===== src/rtl/pipe_hazard_ctrl.sv =====
// Hazard/sequencing controller for the 5-stage pipeline.
// Produces per-register stall/flush controls and the PC redirect from a
// prioritised set of hazard events, and counts cycles with the PC held.
module pipe_hazard_ctrl #(
    parameter int unsigned MULTI_CYCLES = 4,
    parameter int unsigned REG_AW       = 5
) (
    input  logic              clk,
    input  logic              rst,
    input  logic              ex_mem_read,
    input  logic [REG_AW-1:0] ex_rd,
    input  logic [REG_AW-1:0] id_rs1,
    input  logic [REG_AW-1:0] id_rs2,
    input  logic [1:0]        id_rs_used,
    input  logic              ex_multi,
    input  logic              branch_taken,
    input  logic [31:0]       branch_target,
    input  logic              imem_ready,
    input  logic              mem_req,
    input  logic              dmem_ready,
    output logic              pc_stall,
    output logic              pc_redirect,
    output logic [31:0]       pc_target,
    output logic              if_id_stall,
    output logic              if_id_flush,
    output logic              id_ex_stall,
    output logic              id_ex_flush,
    output logic              ex_mem_stall,
    output logic              ex_mem_flush,
    output logic              mem_wb_flush,
    output logic              ex_busy,
    output logic [31:0]       stall_cycles
);

    localparam int unsigned      CNT_W    = $clog2(MULTI_CYCLES);
    localparam logic [CNT_W-1:0] CNT_LOAD = CNT_W'(MULTI_CYCLES - 2);

    typedef enum logic [1:0] {
        RUN   = 2'd0,
        MULTI = 2'd1,
        MWAIT = 2'd2
    } state_t;

    state_t           state, state_nx;
    state_t           saved, saved_nx;
    state_t           eff;
    logic [CNT_W-1:0] cnt, cnt_nx;
    logic             dwait;
    logic             multi_stall;
    logic             load_use;

    // State register, multi-cycle counter and saturating stall counter
    always_ff @(posedge clk) begin
        if (rst) begin
            state        <= RUN;
            saved        <= RUN;
            cnt          <= '0;
            stall_cycles <= '0;
        end else begin
            state <= state_nx;
            saved <= saved_nx;
            cnt   <= cnt_nx;
            if (pc_stall && (stall_cycles != '1)) begin
                stall_cycles <= stall_cycles + 32'd1;
            end
        end
    end

    // Prioritised hazard evaluation: control outputs and next state
    always_comb begin
        pc_stall     = 1'b0;
        pc_redirect  = 1'b0;
        pc_target    = '0;
        if_id_stall  = 1'b0;
        if_id_flush  = 1'b0;
        id_ex_stall  = 1'b0;
        id_ex_flush  = 1'b0;
        ex_mem_stall = 1'b0;
        ex_mem_flush = 1'b0;
        mem_wb_flush = 1'b0;
        ex_busy      = 1'b0;
        state_nx     = state;
        saved_nx     = saved;
        cnt_nx       = cnt;

        // Once the dmem wait clears, MWAIT behaves exactly as the state it
        // interrupted, so the release cycle resumes that state's work directly.
        eff         = (state == MWAIT) ? saved : state;
        dwait       = mem_req && !dmem_ready;
        multi_stall = ((eff == RUN) && ex_multi) || ((eff == MULTI) && (cnt != '0));
        load_use    = ex_mem_read && (ex_rd != '0) &&
                      ((id_rs_used[0] && (id_rs1 == ex_rd)) ||
                       (id_rs_used[1] && (id_rs2 == ex_rd)));

        if (rst) begin
            state_nx = RUN;
            saved_nx = RUN;
            cnt_nx   = '0;
        end else if (dwait) begin
            pc_stall     = 1'b1;
            if_id_stall  = 1'b1;
            id_ex_stall  = 1'b1;
            ex_mem_stall = 1'b1;
            mem_wb_flush = 1'b1;
            state_nx     = MWAIT;
            saved_nx     = eff;
        end else if (multi_stall) begin
            pc_stall     = 1'b1;
            if_id_stall  = 1'b1;
            id_ex_stall  = 1'b1;
            ex_mem_flush = 1'b1;
            ex_busy      = 1'b1;
            state_nx     = MULTI;
            cnt_nx       = (eff == RUN) ? CNT_LOAD : cnt - CNT_W'(1);
        end else begin
            state_nx = RUN;
            if (branch_taken) begin
                pc_redirect = 1'b1;
                pc_target   = branch_target;
                if_id_flush = 1'b1;
                id_ex_flush = 1'b1;
            end else if (load_use) begin
                pc_stall    = 1'b1;
                if_id_stall = 1'b1;
                id_ex_flush = 1'b1;
            end else if (!imem_ready) begin
                pc_stall    = 1'b1;
                if_id_flush = 1'b1;
            end
        end
    end

endmodule


===== config.mk =====
export PLATFORM = sky130hd
export DESIGN_NAME = pipe_hazard_ctrl
export DESIGN_NICKNAME = d
export VERILOG_FILES = /design/src/rtl/pipe_hazard_ctrl.sv
export SDC_FILE = /design/constraint.sdc
export NUM_CORES = 1
export LEC_CHECK = 0
export ABC_CLOCK_PERIOD_IN_PS = 3500
export CAP_MARGIN = 20
export CORE_UTILIZATION = 54
export DETAILED_ROUTE_END_ITERATION = 10
export DONT_BUFFER_PORTS = 1
export GPL_TIMING_DRIVEN = 0
export PLACE_DENSITY = 0.69
export SYNTH_ARGS = -nofsm -noshare
export SYNTH_HDL_FRONTEND = slang
export SYNTH_SLANG_ARGS = --single-unit

===== constraint.sdc =====
create_clock -name clk -period 3.5 [get_ports clk]
set_input_delay 0.7 -clock clk [delete_from_list [all_inputs] [get_ports clk]]
set_output_delay 0.7 -clock clk [all_outputs]
set_load 0.01 [all_outputs]

==> reports/results.md <==
- Top Ports: 131
- total vias in the final route: 2,592
- met3 Resource Use GR: 7.94%
- hold wc startpoint: cnt[1]$_SDFFE_PP0P_
- Arrival @ worst endpoint: 2.47 ns
- synthesized netlist net count: 377
- number of nets with antenna violations after routing: 0
- Worst-Skew Late Latency: 0.30 ns
- synth unique cells: 50
- end point of the critical path: pc_stall
- final hold violation count: 0
- top library cells by usage in the layout, fill and taps aside: 38 x sky130_fd_sc_hd__dfxtp_1, 37 x sky130_fd_sc_hd__and3_1, 21 x sky130_fd_sc_hd__nor2_1, 17 x sky130_fd_sc_hd__a21oi_1
- largest net degree at the start of global routing: 11
- terminus of the critical flop-to-flop path: stall_cycles[20]$_SDFFE_PP0P_
- synthesized cell area: 0.00250 mm2
- GR Overflow Total: 0
- maximum buffer depth of the clock tree: 2
- clock buffers created by TritonCTS: 5
- Core Footprint: 0.00441 mm2
- Detailed Route Iter0 Violations: 238
- transition time of the tightest slew-check pin: 0.560 ns
- total of cells resized after clock tree synthesis: 0
- number of remaining DRC errors: 0
- proportion of layout cells with a drive suffix above 1: 9.23%
- chip width: 70.1 um
- die outline height: 70.1 um
- count of endpoints failing setup in the final report: 0
- total global-route track usage: 31.0%
- maximum fanout count along the critical path: 10
- vias in the first global route: 2,352
- leakage power figure: 1.01 nW
- initial antenna violation count: 0
- CTS Root Buffer Type: sky130_fd_sc_hd__clkbuf_8
- CTS tree: done
- number of synthesized flops with an enable pin: 0
- total power density per cell area: 334 mW/mm2
- kind of start point of the critical path: input port
- die area: 0.00491 mm2
- number of setup buffers added after CTS: 0
- critical-path cell with the highest stage delay: sky130_fd_sc_hd__or4_1
- CTS clk-pin slew, worst paths: 0.07 ns
- maximum frequency from static timing analysis: 0.316 GHz
- initial core utilization: 56.7%
- fill count: 413
- max-slew headroom at the worst pin: 62.3%
- post-detail-place hpwl: 5680 um
- list of cells traversed by the critical path: or4_1 > o21ai_1 > nor3_1 > a2bb2oi_2 > buf_2 > buf_2 > inv_1
- CTS H-Tree Depth: 2
- origin of the worst setup path: ex_rd[1]
- count of TritonRoute iterations in the first routing pass: 5
- clock skew: 0.00997 ns
- portion of the clock cycle consumed by the worst path in the final layout: 90.5%
- Post-synth ARST share: 0%
- endpoint kind of the worst setup timing path: output pin
- unrepaired setup endpoints after global routing: false
- average cell area after synthesis: 7.87 um2
- final net count: 385
- synthesis-to-layout area growth: 6.10%
- final sum of negative setup slack: 0 ns
- most crowded layer after global routing: met2
- Buffers on Ports: 0
- most common flop cell mapped by yosys: sky130_fd_sc_hd__dfxtp_1
- fin crit period: 3.17 ns
- synthesized instance count: 318
- count of pins over their slew limit: 0
- met1 Resource Use GR: 35.4%
- most used cell along the critical path: sky130_fd_sc_hd__buf_2
- Max VDD drop: 0.203 mV
- CTS hold repair buffers: 0
- most common cell after layout, fill and taps aside: sky130_fd_sc_hd__dfxtp_1
- sequential cell area fraction in the yosys report: 30.4%
- sum of routed wire length over all layers: 7620 um
- number of cells on the worst reg-to-reg path: 7
- count of clock tree sinks: 38
- max capacitance violation total: 0
- synthesis-stage register bit count: 38
- Crit path required time: 2.80 ns
- routability congestion estimate from global placement: 0.868
- class of the most critical hold timing path: reg -> reg
- number of warnings printed during yosys synthesis: 0
- Wirelength per Cell: 20.2 um
- flop2flop setup slack: 1.06 ns
- global-route wire length before repair: 12,100 um
- cell area after layout: 0.00265 mm2
- post-placement cell area: 0.00257 mm2
- delay of the slowest cell on the worst path: 0.51 ns
- FP Rows: 24
- launch instance of the worst register-to-register path: stall_cycles[21]$_SDFFE_PP0P_
- per-cell via count in the routed design: 6.88
- result of the run: finished clean
- ant diodes: 0
- startpoint-to-endpoint class of the critical path: in -> out
- met2 usage in global routing: 56.1%
[metrics by stage]
step / utilization [%] / hold slack (ns) / worst slack (ns) / total power [mW] / std cells
final: 60.1 / 0.498 / 0.332 / 0.888 / 377
after global routing: 60.1 / 0.557 / 0.183 / 0.923 / 377
after CTS: 60.0 / 0.501 / 0.124 / 0.884 / 376
after detailed placement: 58.1 / 0.484 / 0.252 / 0.590 / 370
after global placement: 58.1 / 0.473 / 0.271 / 0.589 / 370
after floorplan: - / 0.454 / 0.723 / 0.559 / 318
[power breakdown]
group / switching (mW) / internal, mW / leakage [nW] / total, mW
clock network: 0.153 / 0.152 / 0.0431 / 0.305
registers: 0.00955 / 0.439 / 0.307 / 0.448
logic: 0.0879 / 0.0463 / 0.655 / 0.134
total: 0.251 / 0.637 / 1.00 / 0.888
[logic make-up after synthesis]
kind of cell    after synthesis  synth area share (%)
compound gates               72                  19.6
xor+xnor                     10                  3.50
buf+inv                      34                  6.20
flops                        38                  30.4
fa+ha+maj                     2                  1.00
mux                           5                  2.35
simple gates                157                  37.0
[per-layer routing]
metal / part of all wire, % / vias up
met5: 0 / -
met4: 1.5 / 0
met3: 6.8 / 12
met2: 51 / 127
met1: 41 / 1226
li1: - / 1227
[state kept, by name (all words and copies together) (netlist names)]
signal and count:
saved 2, cnt 2, stall_cycles 32, state 2
[synthesized netlist by cell type, drive strengths merged, types with 8 or more instances]
cell type	number	area, um2
nand2	15	56.3
buf	15	83.8
a21oi	18	93.8
and3	37	231
nand3	15	80.1
xnor2	10	87.6
nor4	11	75.1
nand4	16	106
o21ai	14	70.1
or4	10	78.8
clkbuf	13	48.8
nor2	21	78.8
or3	8	55.1
dfxtp	38	761
[critical path: cells and delay by family]
family	cells	cell delay, ns
simple gates	2	0.59
buf+inv	3	0.66
compound gates	2	0.51
[cell type report]
| type | instances | area [um2] | share of cell area (%) |
|---|---|---|---|
| inverters | 6 | 22.5 | 0.849 |
| clock buffers | 6 | 82.6 | 3.11 |
| well taps | 52 | 65.1 | 2.45 |
| repair buffers | 1 | 5.00 | 0.189 |
| plain buffers | 28 | 133 | 5.00 |
| multi-input cells | 246 | 1590 | 59.7 |
| flip-flops and latches | 38 | 761 | 28.7 |
[worst min path at each step]
stage | endpoint | slack, ns | cells past startpoint
final | cnt[1]$_SDFFE_PP0P_ | 0.50 | 2
after global routing | saved[0]$_SDFFE_PP0P_ | 0.56 | 2
after CTS | cnt[1]$_SDFFE_PP0P_ | 0.50 | 2
after detailed placement | cnt[1]$_SDFFE_PP0P_ | 0.48 | 2
after global placement | cnt[1]$_SDFFE_PP0P_ | 0.47 | 2
after floorplan | cnt[1]$_SDFFE_PP0P_ | 0.45 | 2
Power figures use the tool's default switching activity.
